===== src/rtl/cdb_arbiter_pkg.sv =====
// Shared types and sizing for the CDB arbiter: result entry layout and
// the round-robin index helper used by the grant scan.
package cdb_arbiter_pkg;

    localparam int XLEN    = 32;
    localparam int TAG_W   = 8;
    localparam int NUM_SRC = 4;
    localparam int NUM_CDB = 2;
    localparam int DEPTH   = 4;
    localparam int PTR_W   = $clog2(DEPTH);
    localparam int SRC_W   = $clog2(NUM_SRC);

    typedef struct packed {
        logic [XLEN-1:0]  data;
        logic [TAG_W-1:0] tag;
    } cdb_entry_t;

    // Source index offset by step, wrapping modulo NUM_SRC.
    function automatic logic [SRC_W-1:0] src_inc(input logic [SRC_W-1:0] idx,
                                                 input int step);
        return SRC_W'((int'(idx) + step) % NUM_SRC);
    endfunction

endpackage


===== src/rtl/cdb_src_fifo.sv =====
// Per-source result FIFO: DEPTH entries, naturally wrapping pointers,
// count-based full/empty, synchronous flush that empties it.
module cdb_src_fifo
    import cdb_arbiter_pkg::*;
(
    input  logic       clk,
    input  logic       rst_n,
    input  logic       flush,
    input  logic       push,
    input  logic       pop,
    input  cdb_entry_t wr_entry,
    output logic       full,
    output logic       empty,
    output cdb_entry_t head
);

    cdb_entry_t       mem_r [DEPTH];
    logic [PTR_W-1:0] wr_ptr_r;
    logic [PTR_W-1:0] rd_ptr_r;
    logic [PTR_W:0]   count_r;
    logic             push_s;
    logic             pop_s;

    assign full   = (count_r == (PTR_W+1)'(DEPTH));
    assign empty  = (count_r == (PTR_W+1)'(0));
    assign head   = mem_r[rd_ptr_r];
    assign push_s = push & ~full & ~flush;
    assign pop_s  = pop & ~empty & ~flush;

    // Pointer and occupancy state; flush returns to the empty state.
    always_ff @(posedge clk or negedge rst_n) begin
        if (!rst_n) begin
            wr_ptr_r <= '0;
            rd_ptr_r <= '0;
            count_r  <= '0;
        end else if (flush) begin
            wr_ptr_r <= '0;
            rd_ptr_r <= '0;
            count_r  <= '0;
        end else begin
            if (push_s) wr_ptr_r <= wr_ptr_r + PTR_W'(1);
            if (pop_s)  rd_ptr_r <= rd_ptr_r + PTR_W'(1);
            if (push_s && !pop_s)      count_r <= count_r + (PTR_W+1)'(1);
            else if (!push_s && pop_s) count_r <= count_r - (PTR_W+1)'(1);
        end
    end

    // Entry storage; contents are only meaningful under the valid count.
    always_ff @(posedge clk) begin
        if (push_s) mem_r[wr_ptr_r] <= wr_entry;
    end

endmodule


===== src/rtl/cdb_arbiter.sv =====
// Collects results from NUM_SRC FIFOs and broadcasts up to NUM_CDB of them
// per cycle on registered CDB ports, scanning sources round-robin.
module cdb_arbiter
    import cdb_arbiter_pkg::*;
(
    input  logic                     clk,
    input  logic                     rst_n,
    input  logic                     flush,
    input  logic [NUM_SRC-1:0]       src_valid,
    output logic [NUM_SRC-1:0]       src_ready,
    input  logic [NUM_SRC*XLEN-1:0]  src_data,
    input  logic [NUM_SRC*TAG_W-1:0] src_tag,
    output logic [NUM_CDB-1:0]       cdb_valid,
    output logic [NUM_CDB*XLEN-1:0]  cdb_result,
    output logic [NUM_CDB*TAG_W-1:0] cdb_tag
);

    logic [NUM_SRC-1:0] full_s;
    logic [NUM_SRC-1:0] empty_s;
    logic [NUM_SRC-1:0] grant_s;
    cdb_entry_t         head_s [NUM_SRC];
    logic [NUM_CDB-1:0] port_vld_s;
    logic [SRC_W-1:0]   port_src_s [NUM_CDB];
    logic [SRC_W-1:0]   rr_ptr_r;
    logic [SRC_W-1:0]   rr_next_s;

    assign src_ready = ~full_s;

    for (genvar g = 0; g < NUM_SRC; g++) begin : g_src
        cdb_entry_t wr_s;
        assign wr_s.data = src_data[g*XLEN +: XLEN];
        assign wr_s.tag  = src_tag[g*TAG_W +: TAG_W];

        cdb_src_fifo u_fifo (
            .clk      (clk),
            .rst_n    (rst_n),
            .flush    (flush),
            .push     (src_valid[g]),
            .pop      (grant_s[g]),
            .wr_entry (wr_s),
            .full     (full_s[g]),
            .empty    (empty_s[g]),
            .head     (head_s[g])
        );
    end

    // Rotating scan from rr_ptr: the k-th non-empty source found drives port k.
    always_comb begin
        int               n_grant;
        logic             take;
        logic [SRC_W-1:0] idx;
        grant_s    = '0;
        port_vld_s = '0;
        rr_next_s  = rr_ptr_r;
        n_grant    = 0;
        take       = 1'b0;
        idx        = '0;
        for (int p = 0; p < NUM_CDB; p++) port_src_s[p] = '0;
        for (int k = 0; k < NUM_SRC; k++) begin
            idx          = src_inc(rr_ptr_r, k);
            take         = !empty_s[idx] && (n_grant < NUM_CDB);
            grant_s[idx] = take;
            for (int p = 0; p < NUM_CDB; p++) begin
                port_vld_s[p] = port_vld_s[p] | (take && (p == n_grant));
                port_src_s[p] = (take && (p == n_grant)) ? idx : port_src_s[p];
            end
            rr_next_s = take ? src_inc(idx, 1) : rr_next_s;
            n_grant   = n_grant + (take ? 1 : 0);
        end
    end

    // Broadcast registers; idle ports keep their last payload.
    always_ff @(posedge clk or negedge rst_n) begin
        if (!rst_n) begin
            cdb_valid  <= '0;
            cdb_result <= '0;
            cdb_tag    <= '0;
            rr_ptr_r   <= '0;
        end else if (flush) begin
            cdb_valid <= '0;
            rr_ptr_r  <= '0;
        end else begin
            cdb_valid <= port_vld_s;
            rr_ptr_r  <= rr_next_s;
            for (int p = 0; p < NUM_CDB; p++) begin
                if (port_vld_s[p]) begin
                    cdb_result[p*XLEN +: XLEN]  <= head_s[port_src_s[p]].data;
                    cdb_tag[p*TAG_W +: TAG_W]   <= head_s[port_src_s[p]].tag;
                end
            end
        end
    end

endmodule


===== config.mk =====
export PLATFORM = sky130hd
export DESIGN_NAME = cdb_arbiter
export DESIGN_NICKNAME = d
export VERILOG_FILES = /design/src/rtl/cdb_arbiter_pkg.sv /design/src/rtl/cdb_src_fifo.sv /design/src/rtl/cdb_arbiter.sv
export SDC_FILE = /design/constraint.sdc
export NUM_CORES = 1
export LEC_CHECK = 0
export CAP_MARGIN = 20
export CORE_AREA = 4 4 237 239
export DETAILED_ROUTE_END_ITERATION = 8
export DIE_AREA = 0 0 241 243
export PLACE_DENSITY = 0.79
export SLEW_MARGIN = 0
export SYNTH_ARGS = -nofsm -noshare
export SYNTH_HDL_FRONTEND = slang
export SYNTH_SLANG_ARGS = --single-unit

===== constraint.sdc =====
create_clock -name clk -period 5.1 [get_ports clk]
set_input_delay 1.02 -clock clk [delete_from_list [all_inputs] [get_ports clk]]
set_output_delay 1.02 -clock clk [all_outputs]
set_load 0.01 [all_outputs]

==> results_dict.tcl, run 1 <==
set metrics [dict create \
    syn-instance-count 1694 \
    hold_viol 0 \
    setup_tns_ns 0 \
    syn_nets 1891 \
    hold_class "reg2reg" \
    ys_types 64 \
    detail-route-antenna-nets 0 \
    worst_pin_slew_ns 1.10 \
    synthFlopType "edfxtp_1" \
    place_hpwl_um 53000 \
    fillers 3392 \
    firstDrtPassIters 6 \
    cts_inserted_buffers 76 \
    fmax_mhz 212 \
    final_common_cell "edfxtp_1" \
    hold_depth 2 \
    syn2layout_area_growth_pct 19.2 \
    start_util_pct 57.8 \
    r2r_end "cdb_result[57]$_DFFE_PN0P_" \
    ios 253 \
    ys_ff_latch 752 \
    crit_path_end_kind "flip-flop" \
    finalMaxSlewViolations 0 \
    whs_ns 0.559 \
    path_clk_slew_ns 0.07 \
    tritoncts "yes" \
    core-area_mm2 0.0538 \
    ir_drop_v 0.00121 \
    ff2ff_setup_slack_ns 0.39 \
    p_total_mw 24.8 \
    fin_util_pct 69.0 \
    die_h_um 243 \
    fin_skew_ns 0.0199 \
    drv_cap 0 \
    grt_overflow 0 \
    port_buffers 252 \
    highest_layer "met5" \
    cts_resized 0 \
    wl_met3_um 5160 \
    dp.cells 2581 \
    period_share_pct 92.3 \
    layout.nets 2172 \
    clock_sinks 752 \
    leakagePower_nw 12.6 \
    clk_latency_ns 0.61 \
    synth_area_mm2 0.0311 \
    stdcell_count 2736 \
    status "completed" \
    cts-root-buf "clkbuf_16" \
    grtUsageTotal_pct 26.9 \
    seq_area_frac_synth_pct 70.8 \
    holdPathEnd "cdb_result[17]$_DFFE_PN0P_" \
    setup_viol 0 \
    num_vias 17300 \
    dr.first_iter.drc_count 1427 \
    drt-total-wl_um 78600 \
    critPathLaunchType "flip-flop" \
    netlist.top_cell.by_area "edfxtp_1" \
    synthArstFlopShare_pct 14.9 \
    regToRegStartpoint "g_src[1].u_fifo.count_r[1]$_DFFE_PN0P_" \
    wl_per_cell_um 28.7 \
    pwr_density_cell_mw_per_mm2 668 \
    drc 0 \
    crit_type "reg2reg" \
    drive_gt1_share_pct 20.7 \
    h-tree-depth 3 \
    wl_met2_um 39800 \
    row_count 85 \
    synth_edf_count 640 \
    slew-limit-headroom_pct 26.6 \
    crit_fanout 44 \
    synthTopCellsByArea "edfxtp_1 (62%), mux4_2 (12%), dfrtp_1 (9.0%)" \
    grt_max_degree 72 \
    grt_pass1_vias 18100 \
    min-delay-start "cdb_result[17]$_DFFE_PN0P_" \
    worstPathRequired_ns 5.57 \
    routabilityCongestion 0.915 \
    synth_top_area_share_pct 61.8 \
    avgSynthCellArea_um2 18.4 \
    die_w_um 241 \
    multi_input_area_mm2 0.00855 \
    met1Wirelength_um 29500 \
    cts.path.max_buffers 3 \
    period_minus_slack_ns 4.71 \
    grt_pass1_wl_um 116000 \
    final_cell_mix "edfxtp_1 (640), clkdlybuf4s50_1 (250), mux4_2 (166), nor2_1 (121), dfrtp_1 (107)" \
    yosysWarningCount 0 \
    via_per_inst 6.31 \
    reg2reg_depth 14 \
    cp.arrival_ns 5.18 \
    antenna_found_initial 10 \
    rsz0062_at_grt "no" \
    postCtsHoldBufs 0 \
    regArea_mm2 0.0220 \
    cts_setup_buffers 0 \
    die_area_mm2 0.0586 \
]
-- power by group --
group / switching, mW / internal [mW]
Clock: 2.30 / 3.02
Sequential: 0.602 / 7.47
Combinational: 6.59 / 4.79
Total: 9.49 / 15.3
-- how the worst max path moves through the flow --
stage | start | end | cells past startpoint
after floorplan | rr_ptr_r[1]$_DFFE_PN0P_ | cdb_result[28]$_DFFE_PN0P_ | 19
after CTS | g_src[1].u_fifo.count_r[1]$_DFFE_PN0P_ | cdb_result[52]$_DFFE_PN0P_ | 13
after global routing | g_src[3].u_fifo.count_r[1]$_DFFE_PN0P_ | cdb_tag[11]$_DFFE_PN0P_ | 14
after global placement | g_src[0].u_fifo.count_r[1]$_DFFE_PN0P_ | cdb_result[52]$_DFFE_PN0P_ | 13
final | g_src[1].u_fifo.count_r[1]$_DFFE_PN0P_ | cdb_result[57]$_DFFE_PN0P_ | 14
after detailed placement | g_src[1].u_fifo.count_r[1]$_DFFE_PN0P_ | cdb_result[52]$_DFFE_PN0P_ | 13
-- critical path: stages (launching register included) --
cell and delay (ns):
dfrtp_1 0.40, or3_1 0.51, mux4_2 0.58, o21ai_1 0.26, inv_1 0.12, ha_1 0.22
inv_1 0.06, ha_1 0.25, nor4bb_1 0.54, a32o_1 0.23, a21oi_1 0.10, a311oi_4 0.40
buf_12 0.37, mux2i_1 0.39, a221oi_2 0.12
-- state kept, by name, indices dropped and copies added, names as in the netlist --
register	cells
cdb_result	64
cdb_tag	16
cdb_valid	2
g_src.u_fifo.count_r	12
g_src.u_fifo.mem_r	640
g_src.u_fifo.rd_ptr_r	8
g_src.u_fifo.wr_ptr_r	8
rr_ptr_r	2
-- cell usage after synthesis (all sizes together) (8+ instances only) --
cell / number
and2: 26
mux2i: 85
nor3: 8
nor2b: 9
nor2: 121
ha: 26
a21boi: 41
mux2: 10
nand3: 12
a221oi: 44
a311oi: 41
nand2: 95
edfxtp: 640
buf: 36
clkbuf: 71
mux4: 166
a21oi: 15
a211oi: 45
xnor2: 10
dfrtp: 112
o21ai: 9
inv: 22
-- kinds of logic after synthesis --
kind of cell             Yosys count  synth area share (%)
AO/OA/AOI/OAI                    215                  6.26
adder cells (fa/ha/maj)           30                  1.30
multiplexers                     261                  15.1
XOR/XNOR                          16                 0.494
AND/OR/NAND/NOR                  290                  4.07
buffers and inverters            130                  2.01
flip-flops                       752                  70.8
-- metal layers --
layer  track usage, %  vias to the layer above
met5                0                        -
met4             12.6                        8
met3             5.24                      173
met2             44.5                      716
met1             34.9                     8971
li1                 -                     7407
-- layout make-up --
cell class                      count  share of cell area [%]
Multi-Input combinational cell    812                    23.0
Clock buffer                       89                    5.40
Timing Repair Buffer              310                    8.59
Sequential cell                   752                    59.4
Antenna cell                        6                  0.0405
Tap cell                          696                    2.35
Clock inverter                     48                   0.985
Inverter                           23                   0.233
-- stage by stage --
stage / setup slack [ns] / cell area [µm²]
floorplan: 0.486 / 31100
global placement: 0.307 / 34500
detailed placement: 0.441 / 34500
CTS: 0.411 / 36900
global route: 0.135 / 37100
finish: 0.393 / 37100
Power figures use the tool's default switching activity.
==> run 2, diff against run 1 <==
- CELL_PAD_IN_SITES_DETAIL_PLACEMENT: unset -> 1
- CELL_PAD_IN_SITES_GLOBAL_PLACEMENT: unset -> 1
- CORE_AREA: 4 4 237 239 -> 4 4 255 257
- DIE_AREA: 0 0 241 243 -> 0 0 259 261
- PLACE_DENSITY: 0.79 -> unset
- PLACE_DENSITY_LB_ADDON: unset -> 0.1
==> run 2 against run 1 <==
Die area increased by 15%. Hold slack lost 0.090 ns. Maximum frequency up 0.85%. Core utilization decreased by 9.6 points. First-iteration DRC count shrank 16%. Total power is 0.58% higher. Clock skew is 0.0051 ns higher. Count of clock-buffer cells in the layout grew 13. Clock power barely moved.
==> results_dict.tcl, run 2 (synthesis gave the netlist of run 1 again) <==
set metrics [dict create \
    die_area_mm2 0.0676 \
    antenna_found_initial 0 \
    row_count 92 \
    final_common_cell "edfxtp_1" \
    cp.arrival_ns 5.14 \
    fin_util_pct 59.4 \
    crit_fanout 40 \
    tritoncts "yes" \
    final_cell_mix "edfxtp_1 (640), clkdlybuf4s50_1 (250), mux4_2 (166), nor2_1 (121), dfrtp_1 (104)" \
    period_share_pct 91.5 \
    place_hpwl_um 58700 \
    diodes 0 \
    reg2reg_depth 15 \
    grt_pass1_vias 18700 \
    path_clk_slew_ns 0.06 \
    cts_inserted_buffers 78 \
    crit_type "reg2reg" \
    setup_tns_ns 0 \
    grt_use_met2_pct 44.6 \
    grt_overflow 0 \
    h-tree-depth 3 \
    die_h_um 261 \
    largest_reg_flops 640 \
    cts-root-buf "clkbuf_16" \
    grtUsageTotal_pct 25.2 \
    port_buffers 252 \
    clk_latency_ns 0.62 \
    leakagePower_nw 12.6 \
    ios 253 \
    die_w_um 259 \
    fin_skew_ns 0.0250 \
    num_vias 17000 \
    drive_gt1_share_pct 20.9 \
    layout.nets 2178 \
    crit_path_end_kind "flip-flop" \
    pre_cts_ws_ns 0.460 \
    hold_viol 0 \
    grt_pass1_wl_um 124000 \
    cpPeakStageDelay_ns 0.60 \
    grt_max_degree 81 \
    clock_sinks 752 \
    worstPathRequired_ns 5.57 \
    dr.first_iter.drc_count 1205 \
    reg_top3 "g_src.u_fifo.mem_r x640, cdb_result x64, cdb_tag x16" \
    hold_class "in2async" \
    routabilityCongestion 0.857 \
    path_delay_family "compound AO/OA/AOI/OAI gates" \
    worst_pin_slew_ns 1.08 \
    ff2ff_setup_slack_ns 0.43 \
    ir_drop_v 0.000981 \
    drc 0 \
    regToRegStartpoint "g_src[0].u_fifo.count_r[1]$_DFFE_PN0P_" \
    cp.buffers_inverters 4 \
    detail-route-antenna-nets 0 \
    cts_setup_buffers 0 \
    drv_cap 0 \
    grt-busiest-layer "met2" \
    met3_usage_pct 3.25 \
    cts.path.max_buffers 3 \
    setup_viol 0 \
    start_util_pct 49.6 \
    firstDrtPassIters 5 \
    rsz0062_at_grt "no" \
    r2r_end "cdb_result[34]$_DFFE_PN0P_" \
    status "completed" \
    regMostFlops "g_src.u_fifo.mem_r" \
    slew-limit-headroom_pct 28.3 \
    fmax_mhz 214 \
    critPathLaunchType "flip-flop" \
    syn2layout_area_growth_pct 19.7 \
    use_met1_pct 32.0 \
    cts_resized 0 \
    p_total_mw 24.9 \
    postCtsHoldBufs 0 \
    wl_per_cell_um 29.3 \
    cp_cell_sequence "or3_1 > mux4_2 > o21ai_1 > inv_1 > ha_1 > inv_1 > ha_1 > nand4bb_1 > a2111oi_0 > buf_4 > a31oi_1 > a41oi_1 > and2_2 > buf_12 > a221oi_2" \
    crit_path_top_delay_cell "mux4_2" \
    via_per_inst 5.91 \
    core-area_mm2 0.0627 \
    layout_setup_ws_ns 0.433 \
    drt-total-wl_um 84600 \
    period_minus_slack_ns 4.67 \
    finalMaxSlewViolations 0 \
    pwr_density_cell_mw_per_mm2 669 \
]
## run 2: final cells by class
class                           count  area (µm²)
Clock buffer                      102        2080
Sequential cell                   752       22000
Inverter                           23        86.3
Multi-Input combinational cell    812        8560
Timing Repair Buffer              314        3140
Clock inverter                     35         280
Fill cell                        5493       25500
Tap cell                          846        1060
## run 2: worst reg2reg max path, delay by kind of cell (launching register included)
family                     cells  cell delay [ns]
and+or+nand+nor                3             0.98
DFF                            1             0.39
adders and majority gates      2             0.47
muxes                          1             0.60
AOI/OAI and AO/OA              5             1.46
buffers and inverters          4             0.63
## run 2: metrics by stage
step | std cells | area [µm²] | hold WS, ns
final | 2884 | 37200 | 0.470
after global routing | 2884 | 37200 | 0.512
after CTS | 2882 | 37200 | 0.477
after detailed placement | 2745 | 34800 | 0.558
after global placement | 2743 | 34800 | 0.552
after floorplan | 1694 | 31100 | 0.543
## run 2: power breakdown
part / leakage (nW) / switching (mW) / internal [mW]
registers: 7.10 / 0.625 / 7.48
clock network: 1.15 / 2.31 / 3.03
logic: 4.35 / 6.73 / 4.74
## run 2: how the worst max path moves through the flow
| stage | slack [ns] | startpoint | endpoint | cells past startpoint |
|---|---|---|---|---|
| after floorplan | 0.49 | rr_ptr_r[1]$_DFFE_PN0P_ | cdb_result[28]$_DFFE_PN0P_ | 19 |
| after global routing | 0.09 | g_src[0].u_fifo.count_r[0]$_DFFE_PN0P_ | cdb_result[32]$_DFFE_PN0P_ | 16 |
| final | 0.43 | g_src[0].u_fifo.count_r[1]$_DFFE_PN0P_ | cdb_result[34]$_DFFE_PN0P_ | 15 |
| after CTS | 0.48 | g_src[0].u_fifo.count_r[1]$_DFFE_PN0P_ | cdb_result[62]$_DFFE_PN0P_ | 14 |
| after detailed placement | 0.46 | g_src[0].u_fifo.count_r[1]$_DFFE_PN0P_ | cdb_result[62]$_DFFE_PN0P_ | 14 |
| after global placement | 0.50 | g_src[0].u_fifo.count_r[1]$_DFFE_PN0P_ | cdb_tag[11]$_DFFE_PN0P_ | 14 |
## run 2: per-layer routing
metal	wire, µm	part of all wire (%)
met5	0	0
met4	3360	4.0
met1	33000	39
met2	44700	53
met3	3580	4.2
==> run 3, diff against run 2 <==
- CORE_AREA: 4 4 255 257 -> 2 2 253 255
- DIE_AREA: 0 0 259 261 -> 0 0 255 257
==> run 3 against run 2 <==
Sequential power about the same. Count of clock-buffer cells in the layout up 3. Sequential cell count unchanged. First-iteration DRC count down 7.7%. Final cell count up 0.24%. Non-clock buffer count down 3. Clock power up 7.3%. Via count about the same. Global-route usage up 0.94 points. Design area up 0.58%. Setup slack worse by 0.10 ns.
==> results_dict.tcl, run 3 (synthesis gave the netlist of run 1 again) <==
set metrics [dict create \
    status "completed" \
    fillers 5462 \
    crit_path_end_kind "flip-flop" \
    seq_power_share_pct 32.0 \
    dr.first_iter.drc_count 1112 \
    cts_setup_buffers 0 \
    hold_class "in2async" \
    die_w_um 255 \
    fmax_mhz 210 \
    p_sw_share_pct 38.5 \
    clock_sinks 752 \
    rsz0062_at_grt "no" \
    largest_reg_flops 640 \
    pre_cts_ws_ns 0.315 \
    drv_cap 0 \
    drc 0 \
    cts_inserted_buffers 78 \
    grt_pass1_vias 18500 \
    grtUsageTotal_pct 26.1 \
    setup_tns_ns 0 \
    cp.arrival_ns 5.30 \
    critPathLaunchType "flip-flop" \
    row_count 92 \
    grt_max_degree 81 \
    reg2reg_depth 15 \
    port_buffers 252 \
    wl_per_cell_um 28.8 \
    ff2ff_setup_slack_ns 0.33 \
    num_vias 17100 \
    regMostFlops "g_src.u_fifo.mem_r" \
    whs_ns 0.507 \
    layout_setup_ws_ns 0.333 \
    hold_viol 0 \
    fin_util_pct 59.7 \
    fin_skew_ns 0.0205 \
    crit_fanout 44 \
    setup_viol 0 \
    firstDrtPassIters 5 \
    die_h_um 257 \
    reg_top3 "g_src.u_fifo.mem_r x640, cdb_result x64, cdb_tag x16" \
    pwr_density_cell_mw_per_mm2 675 \
    leakagePower_nw 12.7 \
    cts-root-buf "clkbuf_16" \
    grt_overflow 0 \
    ir_drop_v 0.000863 \
    cts_resized 0 \
    pwr-share-comb_pct 45.4 \
    start_util_pct 49.6 \
    final_cell_mix "edfxtp_1 (640), clkdlybuf4s50_1 (250), mux4_2 (166), nor2_1 (121), dfrtp_1 (104)" \
    final_common_cell "edfxtp_1" \
    r2r_end "cdb_tag[5]$_DFFE_PN0P_" \
    ios 253 \
    die_area_mm2 0.0655 \
    postCtsHoldBufs 0 \
    place_hpwl_um 57400 \
    worst_pin_slew_ns 1.01 \
    slew-limit-headroom_pct 32.4 \
    critPathCapture "cdb_tag[5]$_DFFE_PN0P_" \
    crit_type "reg2reg" \
    core-area_mm2 0.0627 \
    detail-route-antenna-nets 0 \
    regToRegStartpoint "g_src[2].u_fifo.count_r[1]$_DFFE_PN0P_" \
    grt_pass1_wl_um 123000 \
    clk_latency_ns 0.64 \
    finalMaxSlewViolations 0 \
    p_int_mw 15.5 \
    antenna_found_initial 2 \
    setup.worst_path.start "g_src[2].u_fifo.count_r[1]$_DFFE_PN0P_" \
    syn2layout_area_growth_pct 20.4 \
    h-tree-depth 3 \
    drt-total-wl_um 83200 \
    routabilityCongestion 0.880 \
    period_share_pct 93.5 \
    layout.nets 2175 \
    tritoncts "yes" \
    period_minus_slack_ns 4.77 \
    via_per_inst 5.90 \
    stdcell_area_mm2 0.0375 \
    p_clk_share_pct 22.7 \
    p_sw_mw 9.72 \
    drive_gt1_share_pct 21.1 \
    worstPathRequired_ns 5.63 \
    cts.path.max_buffers 3 \
    path_clk_slew_ns 0.06 \
    placed_area_mm2 0.0348 \
]
## run 3: metrics by stage
step / power, mW / instances
2_1_floorplan: 15.8 / 1694
3_3_place_gp: 19.2 / 2737
3_5_place_dp: 19.5 / 2741
4_1_cts: 25.3 / 2887
5_1_grt: 26.5 / 2891
6_report: 25.3 / 2891
## run 3: area by class of cell
class / instances / area [µm²] / share of cell area (%)
Sequential cell: 752 / 22000 / 58.8
Tap cell: 846 / 1060 / 2.83
Timing Repair Buffer: 311 / 3120 / 8.33
Clock inverter: 41 / 484 / 1.29
Multi-Input combinational cell: 812 / 8570 / 22.9
Inverter: 23 / 86.3 / 0.230
Antenna cell: 1 / 2.50 / 0.00668
Clock buffer: 105 / 2100 / 5.62
## run 3: worst max-delay path, stage by stage (launching register included)
cell and delay, ns:
dfrtp_1 0.39, or3_1 0.52, mux4_2 0.64, xnor2_1 0.27
ha_1 0.21, inv_1 0.05, ha_1 0.28, nor4b_2 0.20
buf_4 0.14, a221o_1 0.30, nand3_1 0.13, buf_4 0.35
and2_2 0.21, buf_4 0.45, a211oi_1 0.18, a311oi_1 0.32
## run 3: how the worst min path moves through the flow
stage	slack, ns	end	startpoint	depth (start not counted)
after floorplan	0.54	g_src[0].u_fifo.wr_ptr_r[1]$_DFFE_PN0P_	g_src[0].u_fifo.wr_ptr_r[1]$_DFFE_PN0P_	2
after global placement	0.54	g_src[0].u_fifo.rd_ptr_r[0]$_DFFE_PN0P_	g_src[0].u_fifo.rd_ptr_r[0]$_DFFE_PN0P_	2
after detailed placement	0.57	cdb_result[18]$_DFFE_PN0P_	cdb_result[18]$_DFFE_PN0P_	2
after CTS	0.51	g_src[2].u_fifo.rd_ptr_r[0]$_DFFE_PN0P_	rst_n	1
after global routing	0.54	g_src[2].u_fifo.rd_ptr_r[1]$_DFFE_PN0P_	rst_n	1
final	0.51	g_src[2].u_fifo.wr_ptr_r[0]$_DFFE_PN0P_	rst_n	1
## run 3: metal layers
layer / global-route usage [%] / up-vias / routed length [µm]
met4: 9.55 / 2 / 2970
met2: 45.3 / 474 / 43900
li1: - / 7414 / -
met1: 33.5 / 9042 / 32800
met3: 3.62 / 131 / 3590
met5: 0 / - / 11
## run 3: power by group through the flow
| stage | sequential [mW] | clock [mW] | combinational [mW] |
|---|---|---|---|
| floorplan | 8.00 | 0 | 7.81 |
| global placement | 8.21 | 0 | 11.0 |
| detailed placement | 8.23 | 0 | 11.3 |
| CTS | 8.12 | 5.86 | 11.4 |
| global route | 8.13 | 6.06 | 12.3 |
| finish | 8.07 | 5.73 | 11.5 |
